$ cat src/rtl/serial_adder_pkg.sv
// Shared constants for the bit-serial adder: FSM encodings, default width, counter sizing.
// Latency: n/a (package only).
// Backpressure: n/a (package only).
package serial_adder_pkg;

  localparam int unsigned SA_DEFAULT_WIDTH = 8;

  typedef enum logic [1:0] {
    ST_IDLE = 2'b00,
    ST_RUN  = 2'b01,
    ST_DONE = 2'b10
  } state_e;

  // Bit counter must hold the value WIDTH without wrapping.
  function automatic int unsigned sa_cnt_width(input int unsigned width);
    return $clog2(width) + 1;
  endfunction

endpackage

$ cat src/rtl/serial_adder_full_adder.sv
// One-bit full adder cell used by the serial datapath.
// Latency: purely combinational.
// Backpressure: none.
module Full_Adder (
  input  logic A,
  input  logic B,
  input  logic Cin,
  output logic S,
  output logic Cout
);

  assign S    = A ^ B ^ Cin;
  assign Cout = (A & B) | (Cin & (A ^ B));

endmodule

$ cat src/rtl/serial_adder.sv
// Bit-serial adder: sum = a + b + cin, one bit per clock through a single full-adder cell.
// Latency: WIDTH cycles from the start-accepting edge to the edge that raises done.
// Backpressure: start is ignored while busy; accepted again in the done cycle (no bubble).
// Optional macro SERIAL_ADDER_OVF_EN adds a registered two's-complement overflow output ovf.
module serial_adder
  import serial_adder_pkg::*;
#(
  parameter int WIDTH = SA_DEFAULT_WIDTH
) (
  input  logic             clk,
  input  logic             rst_n,
  input  logic             start,
  input  logic [WIDTH-1:0] a,
  input  logic [WIDTH-1:0] b,
  input  logic             cin,
  output logic             busy,
  output logic             done,
  output logic [WIDTH-1:0] sum,
  output logic             cout
`ifdef SERIAL_ADDER_OVF_EN
  ,
  output logic             ovf
`endif
);

  localparam int unsigned   CW       = sa_cnt_width(WIDTH);
  localparam logic [CW-1:0] LAST_BIT = CW'(WIDTH - 1);

  state_e           state_q, state_d;
  logic [WIDTH-1:0] a_sh_q, a_sh_d;
  logic [WIDTH-1:0] b_sh_q, b_sh_d;
  logic [WIDTH-1:0] res_q, res_d;
  logic [WIDTH-1:0] sum_q, sum_d;
  logic             carry_q, carry_d;
  logic             cout_q, cout_d;
  logic [CW-1:0]    cnt_q, cnt_d;
`ifdef SERIAL_ADDER_OVF_EN
  logic             ovf_q, ovf_d;
`endif

  logic fa_s;
  logic fa_co;
  logic accept;
  logic last_bit;

  // A new operation may start from IDLE or directly out of DONE.
  assign accept   = start && (state_q != ST_RUN);
  assign last_bit = (state_q == ST_RUN) && (cnt_q == LAST_BIT);

  Full_Adder u_fa (
    .A    (a_sh_q[0]),
    .B    (b_sh_q[0]),
    .Cin  (carry_q),
    .S    (fa_s),
    .Cout (fa_co)
  );

  // State register.
  always_ff @(posedge clk or negedge rst_n) begin
    if (!rst_n) begin
      state_q <= ST_IDLE;
    end else begin
      state_q <= state_d;
    end
  end

  // Next-state logic: RUN lasts exactly WIDTH cycles, DONE lasts one.
  always_comb begin
    state_d = state_q;
    case (state_q)
      ST_IDLE: if (start) state_d = ST_RUN;
      ST_RUN:  if (cnt_q == LAST_BIT) state_d = ST_DONE;
      ST_DONE: state_d = start ? ST_RUN : ST_IDLE;
      default: state_d = ST_IDLE;
    endcase
  end

  // FSM outputs decoded from the current state only.
  always_comb begin
    busy = 1'b0;
    done = 1'b0;
    case (state_q)
      ST_RUN:  busy = 1'b1;
      ST_DONE: done = 1'b1;
      default: begin
        busy = 1'b0;
        done = 1'b0;
      end
    endcase
  end

  // Datapath next-state: load on accept, one bit per RUN cycle, publish on the last bit.
  always_comb begin
    a_sh_d  = a_sh_q;
    b_sh_d  = b_sh_q;
    res_d   = res_q;
    carry_d = carry_q;
    cnt_d   = cnt_q;
    sum_d   = sum_q;
    cout_d  = cout_q;
`ifdef SERIAL_ADDER_OVF_EN
    ovf_d   = ovf_q;
`endif
    if (accept) begin
      a_sh_d  = a;
      b_sh_d  = b;
      carry_d = cin;
      cnt_d   = '0;
      res_d   = '0;
    end else if (state_q == ST_RUN) begin
      a_sh_d  = a_sh_q >> 1;
      b_sh_d  = b_sh_q >> 1;
      res_d   = {fa_s, res_q[WIDTH-1:1]};
      carry_d = fa_co;
      cnt_d   = cnt_q + CW'(1);
      // The final bit is folded straight into sum so partial results never show.
      if (last_bit) begin
        sum_d  = {fa_s, res_q[WIDTH-1:1]};
        cout_d = fa_co;
`ifdef SERIAL_ADDER_OVF_EN
        // carry_q here is the carry into the MSB cell.
        ovf_d  = carry_q ^ fa_co;
`endif
      end
    end
  end

  // Datapath registers, all cleared asynchronously.
  always_ff @(posedge clk or negedge rst_n) begin
    if (!rst_n) begin
      a_sh_q  <= '0;
      b_sh_q  <= '0;
      res_q   <= '0;
      carry_q <= 1'b0;
      cnt_q   <= '0;
      sum_q   <= '0;
      cout_q  <= 1'b0;
`ifdef SERIAL_ADDER_OVF_EN
      ovf_q   <= 1'b0;
`endif
    end else begin
      a_sh_q  <= a_sh_d;
      b_sh_q  <= b_sh_d;
      res_q   <= res_d;
      carry_q <= carry_d;
      cnt_q   <= cnt_d;
      sum_q   <= sum_d;
      cout_q  <= cout_d;
`ifdef SERIAL_ADDER_OVF_EN
      ovf_q   <= ovf_d;
`endif
    end
  end

  assign sum  = sum_q;
  assign cout = cout_q;
`ifdef SERIAL_ADDER_OVF_EN
  assign ovf  = ovf_q;
`endif

endmodule

$ cat config.mk
export PLATFORM = sky130hd
export DESIGN_NAME = serial_adder
export DESIGN_NICKNAME = d
export VERILOG_FILES = /design/src/rtl/serial_adder_pkg.sv /design/src/rtl/serial_adder_full_adder.sv /design/src/rtl/serial_adder.sv
export SDC_FILE = /design/constraint.sdc
export NUM_CORES = 1
export LEC_CHECK = 0
export ABC_AREA = 1
export CORE_ASPECT_RATIO = 1.5
export CORE_MARGIN = 2
export CORE_UTILIZATION = 45
export DETAILED_ROUTE_END_ITERATION = 16
export HOLD_SLACK_MARGIN = 0.15
export PLACE_DENSITY = 0.68
export SYNTH_ARGS = -nofsm -noshare
export SYNTH_HDL_FRONTEND = slang
export SYNTH_HIERARCHICAL = 1
export SYNTH_SLANG_ARGS = --single-unit
$ cat constraint.sdc
create_clock -name clk -period 1.34 [get_ports clk]
set_input_delay 0.268 -clock clk [delete_from_list [all_inputs] [get_ports clk]]
set_output_delay 0.268 -clock clk [all_outputs]
set_load 0.005 [all_outputs]
# Word level (Yosys, flattened, before mapping)
# Cells that the tools add are included.
# totals
ff_bits	40
out_inout_bits	11
wordCells	43
in_bits	20
# op_classes
n_addsub	1
bitwise_logic	6
eq_ne	6
mux	16
n_reduce_logical	6
# ops
operator	n
2-to-1 mux 8 bit	6
2-to-1 mux 4 bit	2
one-hot mux 2 bit (3 select lines)	1
2-to-1 mux 1 bit	5
adder 4 x 1 -> 4 bit, second input constant	1
equality test 4 x 3 -> 1 bit, second input constant	1
2-to-1 mux 2 bit	2
!= test 2 bit, second input constant	2
AND reduction 3 bit	1
AND 1 bit	2
equality test 2 x 1 -> 1 bit, second input constant	1
equality test 2 bit, second input constant	1
logical AND 1 bit	2
logical NOT 2 bit	1
!= test 2 x 1 -> 1 bit, second input constant	1
AND reduction 2 bit	1
nonzero test 2 bit	1
bitwise XOR 1 bit	2
inverter 1 bit	1
bitwise OR 1 bit	1

# Logic depth before layout (Yosys ltp)
# logic_depth
depth_word	5
depth_mapped	7
ltp_nobuf	7

# Cells and area by module
# Netlist, hierarchy kept.
# by_module_without_submodules
mod	seq_area_each_um2	n_inst	cells_per_inst	area_per_inst_um2
serial_adder	975.9	1	178	1652.8
Full_Adder	0.0	1	1	20.0

# Worst setup path after synthesis
# No wires, ideal clock.
# synth_timing
kind	register to register
from	reg cnt_q[0]
to	reg sum_q[0], in the netlist sum[0]
path_stages_with_launch	8
synth_period_minus_slack_ns	1.198
arrival_ns	1.081
t_required_ns	1.223
slack_ns	0.142
setup_time_ns	0.117
path_buffers	1
path_cell_list	dfrtp_1 ha_1 nand2_1 nor2_2 nand2_2 buf_6 nand2_1 o21ai_2
# synth_between
elab_chain_len	3
# synth_lines
item	line_no	source
start: declaration	serial_adder.sv:36	logic [CW-1:0] cnt_q, cnt_d;
start signal: assignment	serial_adder.sv:146	cnt_q <= cnt_d;
equality test 4 x 3 -> 1 bit	serial_adder.sv:48	assign last_bit = (state_q == ST_RUN) && (cnt_q == LAST_BIT);
logical AND 1 bit	serial_adder.sv:48	
AND reduction 3 bit (no line)	n/a	
end signal: assignment	serial_adder.sv:147	sum_q <= sum_d;
end: declaration	serial_adder.sv:33	logic [WIDTH-1:0] sum_q, sum_d;
# No other way between the ends.
# A chain may end at the register's enable or synchronous reset.

# Final worst setup path
# layout_timing
from	reg state_q[1]
to	out done
# layout_between
elab_chain_len	2
# layout_lines
item	line_no	source
start: declaration	serial_adder.sv:29	state_e state_q, state_d;
start signal: assignment	serial_adder.sv:63	state_q <= state_d;
equality test 2 bit	serial_adder.sv:82	case (state_q)
2-to-1 mux 1 bit	serial_adder.sv:82	
end: declaration	serial_adder.sv:17	output logic done,
# No other way between the ends.

==> metrics <==
Critical Path Sink done; worst hold path class in -> async; final setup violation count 0; Req. time, crit path roughly 1.1 ns; vias in the first global route 1268; Worst IR Drop VDD 1.24 mV; Gate Count Post-Synth 179; gpl congestion just over 0.8; register area 976 um2; Pwr Total 4.72 mW; Synthesis Warnings 6; violation count after the first detailed-routing iteration 37; sequential fraction of the synthesis area 58.3%; Post-synth EDFFs 0; #FFs+latches synth 39; synthesized cell area 1670 um2; initial antenna violation count 0; post-synthesis async set-or-reset flop share 100%; site row count 27; final-stage net count 253; Antenna Nets Post-Route 0; Placed Area 2100 um2; Yosys top cell area share 58.3%; Vias/cell 4.97; die outline area 4230 um2; status finished clean; H-tree depth 2; Max clock buf depth 2; Critical R2R Launch cnt_q[1]; synthesized net count 201; Critical Path Source state_q[1]; Non-Filler Instances ~280; DP Worst Slack -0.00841 ns; port bufs 30; Initial Util 46.3%; WS Path Type reg -> out; vias 1366; Ports 31; Die X 53.8 um; final instance area 2310 um2; final worst slack 0.0357 ns; crit path DAT about 1.0 ns; Final Hold Fails 0; area used by multi-input combinational logic 612 um2; All-Layer GR Usage 18.2%; diodes inserted 0; Worst Tran Pin Value 0.205 ns; CP Launch Type register; prevailing post-synth register cell dfrtp_1; R2R cell count 7; Tcrit/Tclk final 97.3%; Worst setup EP type primary output; CP max FO 2; post-DP HPWL 2370 um; TritonCTS clock tree done; r2r endpoint sum[1]; Core Area 3610 um2; Avg Inst Size Synth ~9.3 um2; die height 78.7 um; Pre-Repair DR Iteration Count 4; root buffer cell clkbuf_8; DRC violations left 0; minimum clock period 1.30 ns; layout cells sized above 1 around a fifth; largest net degree at the start of global routing 40; clock slew at reported path FFs 0.07 ns; setup TNS 0 ns; synth top area cells dfrtp_1 (58%), nand2_1 (13%), nand3_1 (9.3%); FMAX 0.767 GHz; synth cell count leaders nand2_1 (56), dfrtp_1 (39), nand3_1 (31); Final Max Slew Viols 0; max cap viols 0; most common cell in the synthesized netlist nand2_1; Pwr Density 2050 nW/um2; Clock Sinks 39; GRT Residual Overflow 0; final wirelength 3450 um; r2r setup slk 0.08 ns; CTS Buf Count 5; Layout Skew 0.00376 ns; Layout area overhead 37.8%; first-pass GRT wire length 5580 um; Inst Count DP between 200 and 300; worst-skew pair later-pin latency 0.29 ns; Rel. slew slack 86.3%; # fillers 316; area leader, netlist dfrtp_1; Pleak 1.16 nW; post-synthesis cell type count 18; wire per inst 12.5 um
worst max-delay path, stage by stage (launching register included):
cell and delay (ns):
dfrtp_1 0.40, inv_1 0.16, nor2_4 0.06, buf_2 0.12
sequential cells by signal, indices dropped and copies added, names as in the netlist:
name	count
res_q	7
cnt_q	4
cout	1
b_sh_q	8
sum	8
carry_q	1
state_q	2
a_sh_q	8
cell type report:
type	instances	area share (%)
repair buffers	53	22.7
flip-flops and latches	39	42.3
clock inverters	1	0.217
multi-input cells	117	26.5
well taps	43	2.33
inverters	15	2.55
clock buffers	7	3.31
per-layer routing:
layer  track usage [%]  vias up  routed length, um
li1                  -      679                  -
met1              23.0      643               1400
met2              28.0       35               1820
met3              4.94        9                149
met4              8.97        0                 78
met5                 0        -                  0
placed cells by master, fill, tap and decap left out, types with 2 or more instances in the layout:
master,netlist,routed
o22ai_1,8,8
dlygate4sd2_1,0,9
buf_6,1,2
o21ai_2,8,8
dfrtp_1,39,39
clkdlybuf4s50_1,0,18
nor2_1,4,3
clkbuf_8,0,5
clkbuf_1,0,2
buf_2,4,2
nand3_1,31,31
o21ai_0,2,2
nor2_4,0,2
buf_12,0,4
buf_4,2,15
nand2_4,0,3
nand2_1,56,55
inv_1,14,14
through the flow:
step | utilization (%) | hold WS (ns)
floorplan | - | -0.0276
global placement | 58.1 | 0.250
detailed placement | 58.1 | 0.254
CTS | 61.2 | 0.476
global route | 63.8 | 0.503
finish | 63.8 | 0.468
power breakdown:
part / leakage (nW) / switching, mW / internal (mW)
clock: 0.0422 / 0.390 / 0.365
combinational: 0.618 / 1.04 / 1.01
sequential: 0.500 / 0.254 / 1.67
total: 1.16 / 1.68 / 3.04
what timing repair did:
| item | CTS | global route |
|---|---|---|
| pin swaps | 0 | 4 |
| hold buffers | 1 | 0 |
| buffers inserted | 4 | 5 |
| endpoints found under the hold margin | 39 | 0 |
| gates cloned | 0 | 1 |
| gates resized for setup | 16 | 11 |
| endpoints found under the setup margin | 11 | 14 |
how the worst min path moves through the flow:
stage / from / endpoint / slack [ns] / cells after the start
2_1_floorplan: rst_n / a_sh_q[0] / -0.03 / 0
3_3_place_gp: rst_n / sum[2] / 0.25 / 2
3_5_place_dp: rst_n / sum[0] / 0.25 / 2
4_1_cts: rst_n / state_q[0] / 0.48 / 3
5_1_grt: rst_n / cnt_q[1] / 0.50 / 3
6_report: rst_n / cnt_q[1] / 0.47 / 3
logic make-up (layout without fill, tap and decap cells):
family	Yosys count	in the layout	share of synthesized area (%)
simple gates	96	96	24.6
flops	39	39	58.3
buf+inv	23	76	7.03
compound gates	19	19	8.08
fa+ha+maj	2	2	1.94
Note: power is estimated with default switching activity, not from simulation.
